`src/rtl/mem_arbiter.sv`:
```
// mem_arbiter: lets two cache controllers share one external memory channel.
//   Client 0 (I-cache refill) issues reads only. Client 1 (D-cache) issues
//   reads and writes; a write request is followed by a DATA_CYCLES-beat burst.
// Ports:
//   clk, reset             clock, asynchronous active-high reset
//   c0_req_*               client 0 read request (valid/ready/addr/tag)
//   c1_req_*               client 1 request (valid/ready/rw/addr/tag)
//   c1_data_*              client 1 write beats (valid/ready/bits/mask)
//   c0/c1_resp_valid       per-client response beat strobe
//   resp_tag, resp_data    shared response tag (client id stripped) and data
//   mem_req_*              request channel to memory, tag = {client id, tag}
//   mem_req_data_*         write-data channel to memory
//   mem_resp_*             response channel from memory (no backpressure)
module mem_arbiter #(
  parameter int ADDR_BITS       = 28,
  parameter int TAG_BITS        = 5,
  parameter int DATA_BITS       = 128,
  parameter int DATA_CYCLES     = 4,
  parameter int MAX_OUTSTANDING = 4
) (
  input  logic                   clk,
  input  logic                   reset,
  input  logic                   c0_req_valid,
  output logic                   c0_req_ready,
  input  logic [ADDR_BITS-1:0]   c0_req_addr,
  input  logic [TAG_BITS-2:0]    c0_req_tag,
  output logic                   c0_resp_valid,
  input  logic                   c1_req_valid,
  output logic                   c1_req_ready,
  input  logic                   c1_req_rw,
  input  logic [ADDR_BITS-1:0]   c1_req_addr,
  input  logic [TAG_BITS-2:0]    c1_req_tag,
  input  logic                   c1_data_valid,
  output logic                   c1_data_ready,
  input  logic [DATA_BITS-1:0]   c1_data_bits,
  input  logic [DATA_BITS/8-1:0] c1_data_mask,
  output logic                   c1_resp_valid,
  output logic [TAG_BITS-2:0]    resp_tag,
  output logic [DATA_BITS-1:0]   resp_data,
  output logic                   mem_req_valid,
  input  logic                   mem_req_ready,
  output logic                   mem_req_rw,
  output logic [ADDR_BITS-1:0]   mem_req_addr,
  output logic [TAG_BITS-1:0]    mem_req_tag,
  output logic                   mem_req_data_valid,
  input  logic                   mem_req_data_ready,
  output logic [DATA_BITS-1:0]   mem_req_data_bits,
  output logic [DATA_BITS/8-1:0] mem_req_data_mask,
  input  logic                   mem_resp_valid,
  input  logic [TAG_BITS-1:0]    mem_resp_tag,
  input  logic [DATA_BITS-1:0]   mem_resp_data
);
  localparam int BW = (DATA_CYCLES > 1) ? $clog2(DATA_CYCLES) : 1;
  localparam int OW = $clog2(MAX_OUTSTANDING + 1);
  localparam logic [BW-1:0] LAST_BEAT = BW'(DATA_CYCLES - 1);
  localparam logic [OW-1:0] MAX_OUT   = OW'(MAX_OUTSTANDING);

  typedef enum logic [1:0] {IDLE, REQ, WDATA} state_t;

  state_t                r_state, w_next;
  logic                  r_rw;
  logic [ADDR_BITS-1:0]  r_addr;
  logic [TAG_BITS-1:0]   r_tag;
  logic                  r_last_grant;
  logic [BW-1:0]         r_wbeat, r_rbeat0, r_rbeat1;
  logic [OW-1:0]         r_out0, r_out1;

  logic w_idle, w_elig0, w_elig1, w_gnt0, w_gnt1;
  logic w_req_hs, w_data_hs, w_wlast;
  logic w_rsp0, w_rsp1, w_last0, w_last1;
  logic w_inc0, w_inc1, w_dec0, w_dec1;

  // Writes are never throttled; only reads count against the in-flight limit.
  assign w_idle  = (r_state == IDLE) && !reset;
  assign w_elig0 = c0_req_valid && (r_out0 < MAX_OUT);
  assign w_elig1 = c1_req_valid && (c1_req_rw || (r_out1 < MAX_OUT));
  // On a tie the client that did not win last time goes first.
  assign w_gnt0  = w_idle && w_elig0 && (!w_elig1 || r_last_grant);
  assign w_gnt1  = w_idle && w_elig1 && !w_gnt0;

  assign w_req_hs  = (r_state == REQ) && mem_req_ready;
  assign w_data_hs = (r_state == WDATA) && c1_data_valid && mem_req_data_ready;
  assign w_wlast   = w_data_hs && (r_wbeat == LAST_BEAT);

  assign w_rsp0  = !reset && mem_resp_valid && !mem_resp_tag[TAG_BITS-1];
  assign w_rsp1  = !reset && mem_resp_valid &&  mem_resp_tag[TAG_BITS-1];
  assign w_last0 = w_rsp0 && (r_rbeat0 == LAST_BEAT);
  assign w_last1 = w_rsp1 && (r_rbeat1 == LAST_BEAT);

  assign w_inc0 = w_req_hs && !r_rw && !r_tag[TAG_BITS-1];
  assign w_inc1 = w_req_hs && !r_rw &&  r_tag[TAG_BITS-1];
  // A stray response with nothing outstanding is forwarded but not counted.
  assign w_dec0 = w_last0 && (r_out0 != '0);
  assign w_dec1 = w_last1 && (r_out1 != '0);

  always_ff @(posedge clk or posedge reset) begin
    if (reset) r_state <= IDLE;
    else       r_state <= w_next;
  end

  always_comb begin
    w_next = r_state;
    case (r_state)
      IDLE:    if (w_gnt0 || w_gnt1) w_next = REQ;
      REQ:     if (mem_req_ready) w_next = r_rw ? WDATA : IDLE;
      WDATA:   if (w_wlast) w_next = IDLE;
      default: w_next = IDLE;
    endcase
  end

  always_comb begin
    c0_req_ready       = w_gnt0;
    c1_req_ready       = w_gnt1;
    mem_req_valid      = (r_state == REQ);
    mem_req_rw         = r_rw;
    mem_req_addr       = r_addr;
    mem_req_tag        = r_tag;
    mem_req_data_valid = 1'b0;
    c1_data_ready      = 1'b0;
    mem_req_data_bits  = '0;
    mem_req_data_mask  = '0;
    if (r_state == WDATA) begin
      mem_req_data_valid = c1_data_valid;
      c1_data_ready      = mem_req_data_ready;
      mem_req_data_bits  = c1_data_bits;
      mem_req_data_mask  = c1_data_mask;
    end
    c0_resp_valid = w_rsp0;
    c1_resp_valid = w_rsp1;
    resp_tag      = reset ? '0 : mem_resp_tag[TAG_BITS-2:0];
    resp_data     = reset ? '0 : mem_resp_data;
  end

  always_ff @(posedge clk or posedge reset) begin
    if (reset) begin
      r_rw         <= 1'b0;
      r_addr       <= '0;
      r_tag        <= '0;
      r_last_grant <= 1'b1;
      r_wbeat      <= '0;
      r_rbeat0     <= '0;
      r_rbeat1     <= '0;
      r_out0       <= '0;
      r_out1       <= '0;
    end else begin
      if (w_gnt0 || w_gnt1) begin
        r_rw         <= w_gnt1 && c1_req_rw;
        r_addr       <= w_gnt1 ? c1_req_addr : c0_req_addr;
        r_tag        <= {w_gnt1, (w_gnt1 ? c1_req_tag : c0_req_tag)};
        r_last_grant <= w_gnt1;
      end
      if (w_data_hs) r_wbeat  <= w_wlast ? '0 : r_wbeat + BW'(1);
      if (w_rsp0)    r_rbeat0 <= w_last0 ? '0 : r_rbeat0 + BW'(1);
      if (w_rsp1)    r_rbeat1 <= w_last1 ? '0 : r_rbeat1 + BW'(1);
      case ({w_inc0, w_dec0})
        2'b10:   r_out0 <= r_out0 + OW'(1);
        2'b01:   r_out0 <= r_out0 - OW'(1);
        default: r_out0 <= r_out0;
      endcase
      case ({w_inc1, w_dec1})
        2'b10:   r_out1 <= r_out1 + OW'(1);
        2'b01:   r_out1 <= r_out1 - OW'(1);
        default: r_out1 <= r_out1;
      endcase
    end
  end
endmodule
```
`config.mk`:
```
export PLATFORM = sky130hd
export DESIGN_NAME = mem_arbiter
export DESIGN_NICKNAME = d
export VERILOG_FILES = /design/src/rtl/mem_arbiter.sv
export SDC_FILE = /design/constraint.sdc
export NUM_CORES = 1
export LEC_CHECK = 0
export ABC_AREA = 1
export CAP_MARGIN = 30
export CORE_AREA = 2 2 259 261
export CTS_BUF_LIST = sky130_fd_sc_hd__clkbuf_16
export DETAILED_ROUTE_END_ITERATION = 16
export DIE_AREA = 0 0 261 263
export GPL_TIMING_DRIVEN = 1
export HOLD_SLACK_MARGIN = 0.08
export PLACE_DENSITY_LB_ADDON = 0.2
export SLEW_MARGIN = 20
export SYNTH_ARGS = -nofsm -noshare
export SYNTH_HDL_FRONTEND = slang
export SYNTH_SLANG_ARGS = --single-unit
```
`constraint.sdc`:
```
create_clock -name clk -period 2.05 [get_ports clk]
set_clock_uncertainty 0.05 [all_clocks]
set_input_delay 0.41 -clock clk [delete_from_list [all_inputs] [get_ports clk]]
set_output_delay 0.41 -clock clk [all_outputs]
set_load 0.01 [all_outputs]
```
==> results.md <==
* WP data arrival at 1.56 ns
* Cell type with the highest aggregate area in the netlist: sky130_fd_sc_hd__dfrtp_1
* Worst Path Buf+Inv at 5
* Category of cells accounting for the largest share of critical-path delay: buffers and inverters
* Worst vdd ir at between 0.4 and 0.5 mV
* Cell-internal power at 4.76 mW
* Post-Layout Inst Area at 0.0129 mm²
* Per-cell via count in the routed design at ~3.1
* Area of the mapped netlist at 0.00472 mm²
* Part of the cycle the worst path needs at a little over nine tenths
* Number of sinks driven by the clock tree at 49
* Lkg Pwr at 7.11 nW
* Run status: completed
* Layout cell share with drive strength beyond 1 at 18.9%
* Overall track demand over capacity in global routing at 10.0%
* Maximum number of pins on one net before global-route repair at just over 60
* # IOs at between 600 and 700
* Clock latency of the later-clocked register in the worst-skew pair at a little over 0.3 ns
* Series of cell instances along the critical path: inv_2 > nand2_8 > buf_12 > buf_12 > buf_8 > nor2_4 > buf_6
* Residual DRC count at 0
* Required time of the critical path at approximately 1.6 ns
* Worst path setup slack after routing at ~0.030 ns
* Clock network fraction of design power at between 10% and 20%
* Setup Viol. Count Final at 0
* Clock slew at the register clock pins of the worst setup and hold paths at 0.08 ns
* Number of maximum-capacitance violations at 0
* Sort of element at the end of the critical path: output port
* Critical path class: register to output port
* Most area-consuming cells after synthesis: sky130_fd_sc_hd__dfrtp_1 25%, sky130_fd_sc_hd__inv_1 24%, sky130_fd_sc_hd__nor2_1 23%, sky130_fd_sc_hd__nand3_1 9.7%, sky130_fd_sc_hd__nand2_1 4.6%
* Gate count after technology mapping at just under 900
* Die outline height at between 200 and 300 µm
* Via count of the first global-routing pass at about 7600
* Total iterations of the first detailed-routing run at 4
* Slew Limit Headroom at slightly below 70%
* Highest clock frequency the design can meet at approximately 500 MHz
* Longest Clk Path Bufs at 2
* Syn_area_per_cell at ~5.3 µm²
* X dimension of the die at 261 µm
* Number of I/O port buffers at 666
* GPL Wtd Cong at between 0.8 and 0.9
* Antenna-violating nets left at 0
* Most numerous cell types in the synthesized netlist: 305 x sky130_fd_sc_hd__inv_1, 291 x sky130_fd_sc_hd__nor2_1, 91 x sky130_fd_sc_hd__nand3_1, 58 x sky130_fd_sc_hd__nand2_1, 48 x sky130_fd_sc_hd__dfrtp_1
* CTS root buffer: sky130_fd_sc_hd__clkbuf_16
* Initial Util at 7.19%
* Worst setup slack before clock tree synthesis at -0.524 ns
* Count of state elements after synthesis at 49
* Global-route wire length before repair at roughly 52000 µm
* Final Slew Violations at 0
* Number of enable-type register cells in the synthesized netlist at 0
* Critical path's slowest cell: sky130_fd_sc_hd__dfrtp_1
* Share of flip-flops with an asynchronous set or reset at 100%
* Post-synthesis sequential area ratio at between 20% and 30%
* Stage delay of the slowest cell on the critical path at 0.40 ns
* Total vias in the final route at between 7000 and 8000
* Overflow left after global routing at 0
* Least-Margin Pin Slew at ~0.46 ns
* Logic gate share of total power at ~66%
* Die Footprint at ~0.07 mm²
* FP Rows at 94
* Category of the worst setup path launch point: register
* Core Footprint at 0.0656 mm²
* Power per standard cell area at between 600 and 700 mW/mm²
* TritonCTS clock tree: built
* Iter 0 DRT Violations at 197
* CP max FO at 8
* Cts bufs inserted at 5
* Hold violation count in the final report at 0
* Type of the most critical hold path: primary input to async pin
* Warnings from Yosys at 0
* Most repeated library cell on the critical path: sky130_fd_sc_hd__buf_12
* Final-stage net count at 1926
* RSZ-0062 raised after global routing: true
* Routed WL per cell at about 15 µm
* Final Critical Period at just over 2 ns
* Instance area at placement at between 0.01 and 0.015 mm²
* Initial antenna violation count at 3
* Final WL at 37000 µm
* Post-Route Setup TNS at 0 ns
* DP HPWL at between 30000 and 40000 µm
* Sw Share at between 40% and 50%
* Most repeated cell in the gate-level netlist after synthesis: sky130_fd_sc_hd__inv_1
* Number of distinct library cell variants in the gate-level netlist after synthesis at 29
* Net switching power of the design at between 3 and 4 mW
* Fraction of synthesized cell area taken by the top area cell type at between 20 and 30%
* Nets in the synthesized netlist at ~1200
* Primary FF master, synth: sky130_fd_sc_hd__dfrtp_1
* Sequential fraction of design power at 21.3%
* Layout overhead on the synthesized area at 173%
* CTS HTree Levels at 2
* Layout Utilization at 19.6%
routing by layer:
metal	GRT usage [%]	vias to the layer above	share of wire, %
met5	0	-	0.062
met4	3.29	4	2.7
met3	2.91	36	9.2
met2	19.7	336	54
met1	9.87	3354	34
li1	-	3806	-
state kept, by name (all words and copies together), names as in the netlist:
name and count:
r_rbeat1 2, mem_req_rw 1, r_state 2, mem_req_addr 28, mem_req_tag 5, r_rbeat0 2, r_last_grant 1, r_out0 3
r_wbeat 2, r_out1 3
metrics by stage:
step	hold slack (ns)	total power, mW	std cells
final	0.122	8.03	2436
after global routing	0.141	8.65	2435
after CTS	0.142	8.02	2432
after detailed placement	0.407	6.96	2411
after global placement	0.411	6.97	2411
after floorplan	0.293	3.57	882
worst min-delay path, stage by stage:
cell	delay, ns
sky130_fd_sc_hd__buf_8	0.14
sky130_fd_sc_hd__inv_16	0.08
sky130_fd_sc_hd__buf_4	0.19
cell usage in the layout, fill, tap and decap left out, types with 2 or more instances in the layout:
cell / netlist / final
sky130_fd_sc_hd__clkdlybuf4s50_1: 0 / 420
sky130_fd_sc_hd__inv_1: 305 / 300
sky130_fd_sc_hd__nor2_1: 291 / 238
sky130_fd_sc_hd__buf_2: 31 / 102
sky130_fd_sc_hd__nand3_1: 91 / 89
sky130_fd_sc_hd__dlygate4sd2_1: 0 / 69
sky130_fd_sc_hd__nand2_1: 58 / 55
sky130_fd_sc_hd__dfrtp_1: 48 / 47
sky130_fd_sc_hd__buf_4: 1 / 46
sky130_fd_sc_hd__nor2_2: 2 / 38
sky130_fd_sc_hd__dlymetal6s2s_1: 0 / 25
sky130_fd_sc_hd__buf_6: 4 / 21
sky130_fd_sc_hd__nor2_4: 1 / 18
sky130_fd_sc_hd__buf_12: 0 / 14
sky130_fd_sc_hd__clkbuf_2: 0 / 10
sky130_fd_sc_hd__clkdlybuf4s15_2: 0 / 8
sky130_fd_sc_hd__clkbuf_16: 0 / 5
sky130_fd_sc_hd__inv_2: 0 / 4
sky130_fd_sc_hd__o21ai_1: 0 / 4
sky130_fd_sc_hd__o21ai_0: 8 / 4
sky130_fd_sc_hd__buf_8: 0 / 4
sky130_fd_sc_hd__nand4_1: 3 / 3
sky130_fd_sc_hd__ha_1: 5 / 3
sky130_fd_sc_hd__buf_16: 0 / 3
sky130_fd_sc_hd__diode_2: 0 / 2
sky130_fd_sc_hd__a21oi_2: 0 / 2
sky130_fd_sc_hd__xor2_1: 2 / 2
sky130_fd_sc_hd__inv_4: 2 / 2
sky130_fd_sc_hd__nand2_4: 1 / 2
sky130_fd_sc_hd__nand2_2: 1 / 2
sky130_fd_sc_hd__a21oi_1: 4 / 2
sky130_fd_sc_hd__a31oi_1: 3 / 2
sky130_fd_sc_hd__xnor2_1: 2 / 2
sky130_fd_sc_hd__fa_2: 0 / 2
sky130_fd_sc_hd__ha_2: 0 / 2
sky130_fd_sc_hd__clkdlybuf4s15_1: 0 / 2
worst paths after layout:
path,startpoint,end,cells past startpoint,slack [ns]
worst min-delay path,reset,r_rbeat1[0],3,0.12
worst max-delay path,r_state[0],mem_req_data_bits[81],7,0.03
max in group asynchronous,reset,mem_req_rw,4,1.20
worst max register to register,r_state[0],r_out0[2],11,0.06
worst min register to register,r_out0[0],r_out0[0],1,0.42
min in group clk,mem_resp_tag[4],r_rbeat1[1],4,0.39
repair_timing:
action	in CTS	in global routing
hold buffers	1	0
gates resized for setup	616	147
gates cloned	3	0
setup buffers	9	3
endpoints found under the setup margin	284	142
hold endpoints to repair	1	0
pin swaps	3	10
power by group through the flow:
stage / logic, mW / clock network [mW] / registers, mW
4_1_cts: 5.26 / 1.05 / 1.71
3_5_place_dp: 5.26 / 0 / 1.71
2_1_floorplan: 1.76 / 0 / 1.80
3_3_place_gp: 5.27 / 0 / 1.70
6_report: 5.32 / 1.00 / 1.71
5_1_grt: 5.81 / 1.07 / 1.78
cell families (layout without fill, tap and decap cells):
kind of cell | after synthesis | after routing | synth area share (%)
AND/OR/NAND/NOR | 451 | 451 | 39.1
flip-flops | 49 | 49 | 26.0
adder cells (fa/ha/maj) | 7 | 7 | 2.18
AO/OA/AOI/OAI | 17 | 17 | 1.99
buffers and inverters | 353 | 1041 | 29.7
XOR/XNOR | 4 | 4 | 0.743
other | 0 | 2 | 0
multiplexers | 1 | 1 | 0.239
cell type report:
type                       instances  area, µm²
antenna                            2       5.00
clock inverter                     3       41.3
multi-input combinational        480       2370
clock buffer                       5        125
inverter                         307       1170
fill                            7481      52800
timing repair buffer             726       6840
sequential                        49       1230
tap                              864       1080
Power figures use the tool's default switching activity.
